**src/rtl/lmsm_pkg.sv**
```systemverilog
// Shared definitions for the load-multiple/store-multiple sequencer:
// the controller state encoding, memory write-strobe polarity and the
// default register-file / memory geometry used by the core.
package lmsm_pkg;

   localparam int LMSM_NREG   = 8;
   localparam int LMSM_DATA_W = 16;
   localparam int LMSM_ADDR_W = 16;

   localparam logic MEM_WE_STORE = 1'b1;
   localparam logic MEM_WE_LOAD  = 1'b0;

   typedef enum logic [2:0] {
      S_IDLE = 3'd0,
      S_SCAN = 3'd1,
      S_MEM  = 3'd2,
      S_WB   = 3'd3,
      S_DONE = 3'd4
   } lmsm_state_t;

endpackage

```
**src/rtl/lmsm_sequencer_if.sv**
```systemverilog
// Memory request/acknowledge bus between the sequencer and memory.
//   req   : request, held until ack
//   we    : write qualifier, valid with req
//   addr  : transaction address
//   wdata : store data
//   ack   : transaction complete (rdata valid in the same cycle for loads)
//   rdata : load data
// master = sequencer side, slave = memory side.
interface lmsm_mem_if
   import lmsm_pkg::*;
#(
   parameter int DATA_W = LMSM_DATA_W,
   parameter int ADDR_W = LMSM_ADDR_W
) ();

   logic              req;
   logic              we;
   logic [ADDR_W-1:0] addr;
   logic [DATA_W-1:0] wdata;
   logic              ack;
   logic [DATA_W-1:0] rdata;

   modport master (output req, we, addr, wdata, input ack, rdata);
   modport slave  (input req, we, addr, wdata, output ack, rdata);

endinterface

```
**src/rtl/lmsm_sequencer_prio_enc.sv**
```systemverilog
// Lowest-set-bit priority encoder.
//   req : request vector (NREG bits)
//   idx : index of the lowest set bit (0 when req is empty)
//   vld : at least one bit of req is set
module prio_enc_lsb #(
   parameter int NREG = 8,
   localparam int REG_AW = $clog2(NREG)
) (
   input  logic [NREG-1:0]   req,
   output logic [REG_AW-1:0] idx,
   output logic              vld
);

   // Scan downward so the lowest set bit is the last assignment to win.
   always_comb begin
      idx = '0;
      vld = |req;
      for (int i = NREG - 1; i >= 0; i--) begin
         if (req[i]) idx = REG_AW'(i);
      end
   end

endmodule

```
**src/rtl/lmsm_sequencer.sv**
```systemverilog
// Load-multiple / store-multiple sequencer. Walks the set bits of a register
// mask lowest-first and performs one memory transaction per selected
// register over a req/ack handshake, at consecutive addresses from base.
//   clk, reset                : clock, synchronous active-high reset
//   start/is_store/reg_mask/base_addr : command, sampled in IDLE only
//   busy, done, xfer_count    : status
//   mem                       : memory bus (master side)
//   rf_raddr/rf_rdata         : register-file read port (combinational)
//   rf_wen/rf_waddr/rf_wdata  : register-file write port
module lmsm_sequencer
   import lmsm_pkg::*;
#(
   parameter int NREG   = LMSM_NREG,
   parameter int DATA_W = LMSM_DATA_W,
   parameter int ADDR_W = LMSM_ADDR_W,
   localparam int REG_AW = $clog2(NREG)
) (
   input  logic              clk,
   input  logic              reset,
   input  logic              start,
   input  logic              is_store,
   input  logic [NREG-1:0]   reg_mask,
   input  logic [ADDR_W-1:0] base_addr,
   output logic              busy,
   output logic              done,
   output logic [REG_AW:0]   xfer_count,
   lmsm_mem_if.master        mem,
   output logic [REG_AW-1:0] rf_raddr,
   input  logic [DATA_W-1:0] rf_rdata,
   output logic              rf_wen,
   output logic [REG_AW-1:0] rf_waddr,
   output logic [DATA_W-1:0] rf_wdata
);

   localparam logic [ADDR_W-1:0] ADDR_ONE = ADDR_W'(1);
   localparam logic [REG_AW:0]   CNT_ONE  = (REG_AW + 1)'(1);
   localparam logic [NREG-1:0]   BIT_ONE  = NREG'(1);

   lmsm_state_t       state_q, state_d;
   logic              is_store_q, is_store_d;
   logic [NREG-1:0]   mask_q, mask_d;
   logic [ADDR_W-1:0] addr_q, addr_d;
   logic [REG_AW-1:0] cur_idx_q, cur_idx_d;
   logic [REG_AW:0]   xfer_count_q, xfer_count_d;
   logic [DATA_W-1:0] rf_wdata_q, rf_wdata_d;

   logic [REG_AW-1:0] enc_idx;
   logic              enc_vld;
   logic [NREG-1:0]   mask_clr;

   prio_enc_lsb #(.NREG(NREG)) u_enc (
      .req (mask_q),
      .idx (enc_idx),
      .vld (enc_vld)
   );

   always_ff @(posedge clk) begin
      if (reset) begin
         state_q      <= S_IDLE;
         is_store_q   <= 1'b0;
         mask_q       <= '0;
         addr_q       <= '0;
         cur_idx_q    <= '0;
         xfer_count_q <= '0;
         rf_wdata_q   <= '0;
      end else begin
         state_q      <= state_d;
         is_store_q   <= is_store_d;
         mask_q       <= mask_d;
         addr_q       <= addr_d;
         cur_idx_q    <= cur_idx_d;
         xfer_count_q <= xfer_count_d;
         rf_wdata_q   <= rf_wdata_d;
      end
   end

   always_comb begin
      state_d      = state_q;
      is_store_d   = is_store_q;
      mask_d       = mask_q;
      addr_d       = addr_q;
      cur_idx_d    = cur_idx_q;
      xfer_count_d = xfer_count_q;
      rf_wdata_d   = rf_wdata_q;
      mem.req      = 1'b0;
      mem.we       = MEM_WE_LOAD;
      rf_wen       = 1'b0;
      done         = 1'b0;
      busy         = (state_q != S_IDLE);
      // Mask with the register just transferred retired.
      mask_clr     = mask_q & ~(BIT_ONE << cur_idx_q);

      case (state_q)
         S_IDLE: begin
            if (start) begin
               is_store_d   = is_store;
               mask_d       = reg_mask;
               addr_d       = base_addr;
               xfer_count_d = '0;
               state_d      = (reg_mask == '0) ? S_DONE : S_SCAN;
            end
         end
         S_SCAN: begin
            cur_idx_d = enc_idx;
            state_d   = enc_vld ? S_MEM : S_DONE;
         end
         S_MEM: begin
            mem.req = 1'b1;
            mem.we  = is_store_q ? MEM_WE_STORE : MEM_WE_LOAD;
            if (mem.ack) begin
               if (is_store_q) begin
                  mask_d       = mask_clr;
                  addr_d       = addr_q + ADDR_ONE;
                  xfer_count_d = xfer_count_q + CNT_ONE;
                  state_d      = (mask_clr == '0) ? S_DONE : S_SCAN;
               end else begin
                  rf_wdata_d = mem.rdata;
                  state_d    = S_WB;
               end
            end
         end
         S_WB: begin
            rf_wen       = 1'b1;
            mask_d       = mask_clr;
            addr_d       = addr_q + ADDR_ONE;
            xfer_count_d = xfer_count_q + CNT_ONE;
            state_d      = (mask_clr == '0) ? S_DONE : S_SCAN;
         end
         S_DONE: begin
            done    = 1'b1;
            state_d = S_IDLE;
         end
         default: state_d = S_IDLE;
      endcase
   end

   assign mem.addr   = addr_q;
   assign mem.wdata  = rf_rdata;
   assign rf_raddr   = cur_idx_q;
   assign rf_waddr   = cur_idx_q;
   assign rf_wdata   = rf_wdata_q;
   assign xfer_count = xfer_count_q;

endmodule
```
**src/flat_wrapper.sv**
```systemverilog
// flat-port wrapper written by rule: the top's interface ports become plain ports
module lmsm_sequencer_flat import lmsm_pkg::*;
#(
   parameter int NREG   = LMSM_NREG,
   parameter int DATA_W = LMSM_DATA_W,
   parameter int ADDR_W = LMSM_ADDR_W,
   localparam int REG_AW = $clog2(NREG)
)
  (clk, reset, start, is_store, reg_mask, base_addr, busy, done, xfer_count, rf_raddr, rf_rdata, rf_wen, rf_waddr, rf_wdata, mem_req, mem_we, mem_addr, mem_wdata, mem_ack, mem_rdata);
  lmsm_mem_if #(.DATA_W(DATA_W), .ADDR_W(ADDR_W)) mem_i ();
  input  logic clk;
  input  logic reset;
  input  logic start;
  input  logic is_store;
  input  logic [NREG-1:0] reg_mask;
  input  logic [ADDR_W-1:0] base_addr;
  output logic busy;
  output logic done;
  output logic [REG_AW:0] xfer_count;
  output logic [REG_AW-1:0] rf_raddr;
  input  logic [DATA_W-1:0] rf_rdata;
  output logic rf_wen;
  output logic [REG_AW-1:0] rf_waddr;
  output logic [DATA_W-1:0] rf_wdata;
  output wire logic [$bits(mem_i.req)-1:0] mem_req;
  output wire logic [$bits(mem_i.we)-1:0] mem_we;
  output wire logic [$bits(mem_i.addr)-1:0] mem_addr;
  output wire logic [$bits(mem_i.wdata)-1:0] mem_wdata;
  input wire logic [$bits(mem_i.ack)-1:0] mem_ack;
  input wire logic [$bits(mem_i.rdata)-1:0] mem_rdata;
  assign mem_req = mem_i.req;
  assign mem_we = mem_i.we;
  assign mem_addr = mem_i.addr;
  assign mem_wdata = mem_i.wdata;
  assign mem_i.ack = mem_ack;
  assign mem_i.rdata = mem_rdata;
  lmsm_sequencer #(.NREG(NREG), .DATA_W(DATA_W), .ADDR_W(ADDR_W)) u_core (.clk(clk), .reset(reset), .start(start), .is_store(is_store), .reg_mask(reg_mask), .base_addr(base_addr), .busy(busy), .done(done), .xfer_count(xfer_count), .mem(mem_i), .rf_raddr(rf_raddr), .rf_rdata(rf_rdata), .rf_wen(rf_wen), .rf_waddr(rf_waddr), .rf_wdata(rf_wdata));
endmodule
```
**config.mk**
```make
export PLATFORM = sky130hd
export DESIGN_NAME = lmsm_sequencer_flat
export DESIGN_NICKNAME = d
export VERILOG_FILES = /design/src/rtl/lmsm_pkg.sv /design/src/rtl/lmsm_sequencer_if.sv /design/src/rtl/lmsm_sequencer_prio_enc.sv /design/src/rtl/lmsm_sequencer.sv /design/src/flat_wrapper.sv
export SDC_FILE = /design/constraint.sdc
export NUM_CORES = 1
export LEC_CHECK = 0
export ABC_AREA = 1
export BUFFER_PORTS_ARGS = -buffer_cell sky130_fd_sc_hd__buf_2
export CAP_MARGIN = 20
export CORE_ASPECT_RATIO = 0.9
export CORE_MARGIN = 3
export CORE_UTILIZATION = 48
export DETAILED_ROUTE_END_ITERATION = 7
export HOLD_SLACK_MARGIN = 0.06
export PLACE_DENSITY = 0.81
export SLEW_MARGIN = 20
export SYNTH_ARGS = -nofsm -noshare
export SYNTH_HDL_FRONTEND = slang
export SYNTH_SLANG_ARGS = --single-unit
```
**constraint.sdc**
```tcl
create_clock -name clk -period 1.6 [get_ports clk]
set_input_delay 0.24 -clock clk [delete_from_list [all_inputs] [get_ports clk]]
set_output_delay 0.24 -clock clk [all_outputs]
set_load 0.1 [all_outputs]
```
==> run summary <==
worst path required time -> 1.36 ns
hpwl dp -> 5430 µm
f_max -> 630 MHz
Mapped Cells -> 449
main combinational cell family by area after synthesis -> simple AND/OR/NAND/NOR gates
drt pass-1 iters -> 4
WL per Instance -> 12.7 µm
Synth Area in Simple Gates -> 34.3%
WS Path Type -> flop to output port
Worst Tran Pin Value -> 0.516 ns
CTS tree -> done
CTS hold repair buffers -> 0
pwr dens -> 2500 mW/mm²
Placed Cells -> 582
Mapped Avg Cell Area -> 6.41 µm²
Unique masters post-synth -> 29
Finished Layout Cells -> 595
die height -> 79.4 µm
port bufs -> 91
unrepaired setup endpoints after global routing -> yes
Pleak -> 1.74 nW
Post-Route WL -> 7540 µm
most frequent cells in the layout -> nand2_1 (95), nor2_1 (86), buf_2 (86)
first-pass GRT wire length -> 12200 µm
vias -> 3044
Synth Area in Adders -> 0.870%
number of max-cap violations -> 0
Clk pin slew, worst setup/hold paths -> 0.10 ns
Via density -> 5.12
RR Startpoint -> u_core.state_q[2]
Area Overhead vs Synth -> 25.7%
clk buf depth -> 2
worst hold path cell count -> 3
mux cell area share after synthesis -> 0%
Clock Skews -> 0.00745 ns
Sink Count -> 51
DRC viols -> 0
Synth Area in XOR/XNOR -> 0%
flops & latches, synth -> 51
Data arrival, critical path -> 1.35 ns
Antenna diodes -> 0
crit path max fanout -> 4
number of global-route vias before repair -> 2769
CTS root buf -> clkbuf_8
commonest non-fill, non-tap cell in the layout -> nand2_1
Hold WC Path Type -> input port to flop
post-route ant nets -> 0
Final Hold Vio Count -> 0
Synth warnings -> 0
largest net degree at the start of global routing -> 37
Final min period -> 1.59 ns
post-synthesis compound-gate area fraction -> 16.3%
later-pin clock latency in the skew report -> 0.30 ns
grt ovf -> 0
GP Congestion -> 0.894
Worst IR Drop VDD -> 0.00145 V
I/O pin cnt -> 124
R2R cell count -> 11
Initial Util -> 50.2%
Hold Slack -> 0.163 ns
Nets -> 587
share of layout cells above drive strength 1 -> 31.4%
Slew headroom -> 65.8%
Worst Setup End Kind -> output port
outcome -> complete, no violations
sequential fraction of the synthesis area -> 35.5%
Netlist Area Pre-Place -> 0.00288 mm²
DIE WIDTH -> 87.6 µm
H-tree depth -> 2
Starting DRT DRC Count -> 153
Hold Crit Endpoint -> u_core.rf_wdata[15]
CTS buffer count -> 5
R2R Setup Slk -> 0.08 ns
Critical Path Start Type -> flop
GR Util All Layers -> 21.1%
FP Rows -> 26
die area -> 0.00696 mm²
FF-to-FF End -> u_core.mem.addr[5]
Post-Synthesis Net Count -> 512
initial antenna violation count -> 0
core area -> 0.00573 mm²
final worst path period share -> 99.1%
Filler cells -> 525
setup violators final -> 0
Slew Viols, Final -> 0
hold path startpoint -> mem_rdata[15]
kinds of logic (layout without fill, tap and decap cells):
| kind of cell | count (synthesis) | in the layout |
|---|---|---|
| flip-flops | 51 | 51 |
| buffers and inverters | 71 | 147 |
| adder cells (fa/ha/maj) | 2 | 2 |
| AO/OA/AOI/OAI | 92 | 92 |
| AND/OR/NAND/NOR | 233 | 233 |
critical path, cell delays in order (launching register included):
cell     delay (ns)
dfxtp_4        0.37
inv_4          0.07
nand2_4        0.07
nor2_4         0.10
buf_6          0.12
inv_4          0.03
nor2_4         0.10
buf_12         0.18
flip-flops by register name, summed over array words and instances (netlist names):
| register | count |
|---|---|
| u_core.mem.addr | 16 |
| u_core.rf_wdata | 16 |
| u_core.mask_q | 8 |
| u_core.xfer_count | 4 |
| u_core.rf_raddr | 3 |
| u_core.state_q | 3 |
| u_core.is_store_q | 1 |
synthesized netlist by cell type (all sizes together):
library cell / instances / area share (%)
nand2: 101 / 14
nor2: 92 / 13
o21ai: 62 / 11
dfxtp: 51 / 35
inv: 35 / 4.6
buf: 28 / 7.4
a21oi: 27 / 4.7
nand3: 26 / 4.5
clkbuf: 8 / 1.1
nor3: 5 / 1.0
nand4: 3 / 0.65
or2: 3 / 0.65
ha: 2 / 0.87
nand3b: 2 / 0.52
and3: 1 / 0.22
o21a: 1 / 0.26
o21bai: 1 / 0.26
o31ai: 1 / 0.26
what timing repair did:
| item | in CTS | in global routing |
|---|---|---|
| cloned | 0 | 1 |
| buffers inserted | 3 | 1 |
| pin swaps | 2 | 0 |
| resized for setup | 3 | 6 |
| setup endpoints to repair | 1 | 12 |
| endpoints found under the hold margin | 0 | 0 |
layout make-up:
cell class / count / area [µm²] / area share (%)
well taps: 70 / 87.6 / 2.42
clock inverters: 3 / 18.8 / 0.519
clock buffers: 5 / 68.8 / 1.90
flip-flops and latches: 51 / 1050 / 29.1
inverters: 35 / 139 / 3.84
multi-input cells: 327 / 1560 / 43.2
repair buffers: 104 / 687 / 19.0
per-layer routing:
layer / vias to the layer above / track usage, % / wire length, µm
met5: - / 0 / 0
met4: 0 / 4.91 / 38
met3: 8 / 5.78 / 615
met2: 112 / 33.9 / 3350
met1: 1349 / 28.2 / 3540
li1: 1575 / - / -
stage by stage:
stage | worst slack, ns | setup TNS, ns | utilization, % | instance area, µm² | power (mW)
6_report | 0.0138 | 0 | 63.1 | 3610 | 9.02
5_1_grt | -0.0496 | -0.0869 | 63.1 | 3610 | 9.60
4_1_cts | 0.00829 | 0 | 62.4 | 3570 | 8.87
3_5_place_dp | 0.125 | 0 | 60.3 | 3450 | 8.08
3_3_place_gp | 0.187 | 0 | 60.3 | 3450 | 8.01
2_1_floorplan | -0.405 | -6.84 | - | 3000 | 7.23
worst max path at each step:
stage	from	slack, ns	to
after floorplan	u_core.state_q[2]	-0.40	u_core.state_q[2]
after global placement	u_core.state_q[2]	0.19	u_core.mem.addr[11]
after detailed placement	u_core.mem.addr[0]	0.12	u_core.mem.addr[8]
after CTS	u_core.state_q[2]	0.008	mem_we
after global routing	u_core.state_q[2]	-0.05	mem_we
final	u_core.state_q[2]	0.01	mem_we
power by group:
group	leakage, nW	internal (mW)	switching (mW)
clock	0.0445	0.307	0.451
combinational	1.27	1.51	4.50
sequential	0.425	1.76	0.489
(Power assumes the default switching activity.)
